**src/rtl/bcd_convert_scheduler.sv**
```systemverilog
// bcd_convert_scheduler: round-robin shared double-dabble binary-to-BCD converter
//   clk       - sole clock, rising edge
//   rst_n     - asynchronous active-low reset
//   req0/1    - level conversion requests
//   num0/1    - 7-bit binary values, sampled on the grant edge
//   grant0/1  - one-cycle pulse, corresponding num was captured
//   busy      - high while a conversion is in progress
//   done      - one-cycle pulse, result outputs updated
//   doneId    - requester that owns the current result
//   hundreds/tens/ones - BCD result digits, held until the next done
module bcd_convert_scheduler (
    input  logic       clk,
    input  logic       rst_n,
    input  logic       req0,
    input  logic [6:0] num0,
    input  logic       req1,
    input  logic [6:0] num1,
    output logic       grant0,
    output logic       grant1,
    output logic       busy,
    output logic       done,
    output logic       doneId,
    output logic [3:0] hundreds,
    output logic [3:0] tens,
    output logic [3:0] ones
);
    typedef enum logic {IDLE, SHIFT} state_t;
    state_t      state, state_n;
    logic [18:0] sr, sr_adj, sr_shift;
    logic [2:0]  step;
    logic        owner, last_grant, pick1, start, last;
    function automatic logic [3:0] add3(input logic [3:0] n);
        return (n >= 4'd5) ? n + 4'd3 : n;
    endfunction
    always_comb begin
        sr_adj   = {add3(sr[18:15]), add3(sr[14:11]), add3(sr[10:7]), sr[6:0]};
        sr_shift = sr_adj << 1;
        // On a tie the requester that did not win last time takes the engine.
        pick1    = req1 & (~req0 | ~last_grant);
        start    = (state == IDLE) & (req0 | req1);
        last     = (state == SHIFT) & (step == 3'd6);
        state_n  = start ? SHIFT : last ? IDLE : state;
    end
    always_ff @(posedge clk or negedge rst_n) begin
        if (!rst_n)
            state <= IDLE;
        else
            state <= state_n;
    end
    always_ff @(posedge clk or negedge rst_n) begin
        if (!rst_n) begin
            sr         <= '0;
            step       <= '0;
            owner      <= 1'b0;
            last_grant <= 1'b1;
            grant0     <= 1'b0;
            grant1     <= 1'b0;
            done       <= 1'b0;
            doneId     <= 1'b0;
            hundreds   <= '0;
            tens       <= '0;
            ones       <= '0;
        end else begin
            grant0 <= start & ~pick1;
            grant1 <= start & pick1;
            done   <= last;
            if (start) begin
                sr         <= {12'b0, pick1 ? num1 : num0};
                step       <= '0;
                owner      <= pick1;
                last_grant <= pick1;
            end else if (state == SHIFT) begin
                sr   <= sr_shift;
                step <= step + 3'd1;
            end
            if (last) begin
                hundreds <= sr_shift[18:15];
                tens     <= sr_shift[14:11];
                ones     <= sr_shift[10:7];
                doneId   <= owner;
            end
        end
    end
    assign busy = (state == SHIFT);
endmodule

```
**config.mk**
```make
export PLATFORM = sky130hd
export DESIGN_NAME = bcd_convert_scheduler
export DESIGN_NICKNAME = d
export VERILOG_FILES = /design/src/rtl/bcd_convert_scheduler.sv
export SDC_FILE = /design/constraint.sdc
export NUM_CORES = 1
export LEC_CHECK = 0
export CAP_MARGIN = 20
export CORE_MARGIN = 2
export CORE_UTILIZATION = 50
export DETAILED_ROUTE_END_ITERATION = 10
export GPL_TIMING_DRIVEN = 0
export MAX_ROUTING_LAYER = met4
export PLACE_DENSITY = 0.79
export SYNTH_ARGS = -nofsm -noshare
export SYNTH_HDL_FRONTEND = slang
export SYNTH_SLANG_ARGS = --single-unit
```
**constraint.sdc**
```tcl
create_clock -name clk -period 1.6 [get_ports clk]
set_input_delay 0.32 -clock clk [delete_from_list [all_inputs] [get_ports clk]]
set_output_delay 0.32 -clock clk [all_outputs]
set_load 0.02 [all_outputs]
```
==> results.txt <==
status = finished clean
Worst Reg2Reg Path Length in Cells = 6
CP Capture Type = output port
fin crit period = 1550 ps
area grow syn2layout = 28.6%
Critical Path Start Type = flip-flop
Max Cap Viol = 0
Max Clock Skew = 4.54 ps
clk sinks = 41
drt wl/cell = 13.9 µm
Final ANT Viol Nets = 0
worst skew pair latency = 300 ps
Synth cell types = 32
Fillers = 314
first-pass GRT wire length = 6780 µm
Critical Path Fanout Max = 2
TritonCTS Buffers = 5
worst slew pin tran = 886 ps
Hold Vio Cnt, Final = 0
count leader, synth = dfrtp_1
Post-Syn Nets = 217
CP Data Required Time = 1280 ps
Synth Flop Type = dfrtp_1
Post-Synth Simple-Gate Area = 0.137
largest cells by area after synthesis = dfrtp_1, nand2_1, ha_1
Arr. time, crit path = 1230 ps
htree depth = 2
hold buffers post-CTS = 0
Setup Viol. Count Final = 0
initial antenna violation count = 0
Rel. slew slack = 0.409
kind of critical path = flip-flop to output port
Slew Viols, Final = 0
core box area = 0.00369 mm²
Starting Density = 0.521
largest area contributor in the netlist = dfrtp_1
worst path cell trace = clkdlybuf4s50_1
async set-or-reset flop fraction in the synthesized netlist = 1.00
RR Endpoint = sr[9]$_DFFE_PN0P_
share of the yosys chip area belonging to registers = 0.535
Final Non-Filler Cells = 283
CTS tree = built
Worst path slowest cell = clkdlybuf4s50_1
Peak VDD IR = 0.926 mV
Util after Layout = 0.670
Synth Area in Adders = 0.0521
row count = 22
nets = 260
Synth Area in XOR/XNOR = 0.0182
post-synthesis compound-gate area fraction = 0.161
DR DRC count = 0
mux cell area share after synthesis = 0.0521
cell area after synthesis = 0.00192 mm²
Post-synth EDFFs = 0
family with the most delay on the worst path = buffers and inverters
grt ovf = 0
#FFs+latches synth = 41
Max Root-Sink Buffers = 2
Cells after DPL = 273
PortBufs = 34
Final Instance Area = 0.00247 mm²
commonest cells in the netlist = dfrtp_1, nand2_1, o21ai_1
power per cell area = 1990 mW/mm²
Die Span Y = 66.0 µm
global placer's final weighted congestion = 0.835
vias in the first global route = 1460
static leakage = 1.25 nW
R2R setup slack = 70 ps
achievable frequency = 643 MHz
Clock Pin Slew Worst Setup and Hold Paths = 80 ps
routed via count = 1500
Die Width = 66.0 µm
Antenna Cells = 0
Yosys Warn Count = 0
clock root cell = clkbuf_8
hold slack = 136 ps
die area = 0.00435 mm²
Detailed Place HPWL = 2690 µm
Worst path max stage delay = 600 ps
Synth top area share = 0.521
Mean Syn Cell Area = 10.1 µm²
Tot GR Track Use = 0.215
share of cells above drive strength 1 = 0.153
# IOs = 35
cell count after synthesis = 191
drt first-iter violations = 96
vias per inst = 5.30
largest family of logic cells by synthesized area = compound AO/OA/AOI/OAI gates
r2r startpoint = sr[8]$_DFFE_PN0P_
setup TNS = 0 ps
Buf/Inv on CP = 1
Hold WC Path Type = input pin to asynchronous set/reset pin
TritonRoute pass-1 iters = 4
Final period util = 0.972
WL final = 3940 µm
pin count of the biggest net entering global routing = 42
DP Area = 0.00232 mm²
==> layer usage <==
layer | wire length, µm | up-vias | GRT usage
met5 | 0 | - | -
met2 | 1880 | 48 | 0.354
met4 | 59 | 0 | 0.0587
met3 | 225 | 7 | 0.0562
li1 | - | 741 | -
met1 | 1770 | 704 | 0.264
==> layout make-up <==
type                       count  area, µm²  share of cell area
buffer                         7       32.5              0.0132
timing repair buffer          36        377               0.152
sequential                    41       1030               0.416
clock buffer                   6       82.6              0.0334
inverter                      14       55.1              0.0223
tap                           48       60.1              0.0243
clock inverter                 2       13.8             0.00557
multi-input combinational    129        821               0.332
==> flip-flops by register name, summed over array words and instances, names as in the netlist, 3 cells and up <==
register and count:
step 3, tens 4, hundreds 4, sr 19, ones 4
==> worst max-delay path by stage <==
stage                   startpoint  cells after the start  slack (ps)                   to
2_1_floorplan    sr[7]$_DFFE_PN0P_                      6         140  ones[2]$_DFFE_PN0P_
3_3_place_gp                 rst_n                      1        -800  ones[2]$_DFFE_PN0P_
3_5_place_dp                  req1                      5        -190    sr[5]$_DFFE_PN0P_
4_1_cts          sr[7]$_DFFE_PN0P_                      6         0.3    sr[9]$_DFFE_PN0P_
5_1_grt          sr[8]$_DFFE_PN0P_                      6          -7  ones[2]$_DFFE_PN0P_
6_report       ones[1]$_DFFE_PN0P_                      1          50              ones[1]
==> through the flow <==
| step | total power (W) | setup WS (ps) |
|---|---|---|
| 6_report | 0.00493 | 45.3 |
| 3_3_place_gp | 0.00405 | -803 |
| 4_1_cts | 0.00491 | 0.268 |
| 3_5_place_dp | 0.00415 | -190 |
| 2_1_floorplan | 0.00336 | 137 |
| 5_1_grt | 0.00533 | -6.82 |
==> cell families after synthesis <==
| logic type | Yosys count |
|---|---|
| AO/OA/AOI/OAI | 51 |
| XOR/XNOR | 4 |
| adder cells (fa/ha/maj) | 8 |
| buffers and inverters | 21 |
| flip-flops | 41 |
| multiplexers | 9 |
| AND/OR/NAND/NOR | 57 |
==> report_power, final <==
part | leakage [nW] | total (W) | switching [W] | internal [W]
sequential | 0.515 | 0.00185 | 0.000335 | 0.00151
combinational | 0.685 | 0.00237 | 0.00125 | 0.00112
clock | 0.0512 | 0.000714 | 0.000365 | 0.000349
total | 1.25 | 0.00493 | 0.00194 | 0.00298
==> worst register-to-register path, delay by kind of cell (launching register included) <==
family / cells / cell delay [ps]
compound gates: 2 / 280
fa+ha+maj: 1 / 220
buf+inv: 1 / 120
flops: 1 / 380
mux: 1 / 370
simple gates: 1 / 80
==> layout by cell type, fill, tap and decap left out, types with 2 or more instances in the layout <==
| master | count |
|---|---|
| o21ai_1 | 14 |
| nor2_1 | 9 |
| dfrtp_1 | 39 |
| o22ai_1 | 3 |
| nor3b_1 | 2 |
| ha_1 | 6 |
| a22o_1 | 5 |
| ha_2 | 2 |
| inv_1 | 9 |
| o21ai_0 | 9 |
| inv_2 | 4 |
| clkbuf_1 | 2 |
| mux2_2 | 5 |
| buf_2 | 6 |
| nand2_1 | 32 |
| a31oi_1 | 3 |
| a21oi_1 | 8 |
| a21oi_2 | 3 |
| nand2b_1 | 5 |
| dlymetal6s2s_1 | 11 |
| and2_1 | 2 |
| xnor2_1 | 4 |
| buf_4 | 2 |
| clkbuf_8 | 6 |
| mux2_1 | 3 |
| clkdlybuf4s50_1 | 21 |
| nand4_1 | 2 |
| o22a_1 | 4 |
==> timing repair <==
action | CTS | global route
resized for setup | 5 | 16
buffers inserted | 0 | 2
endpoints found under the setup margin | 5 | 20
pin swaps | 0 | 2
Note: power is estimated with default switching activity, not from simulation.
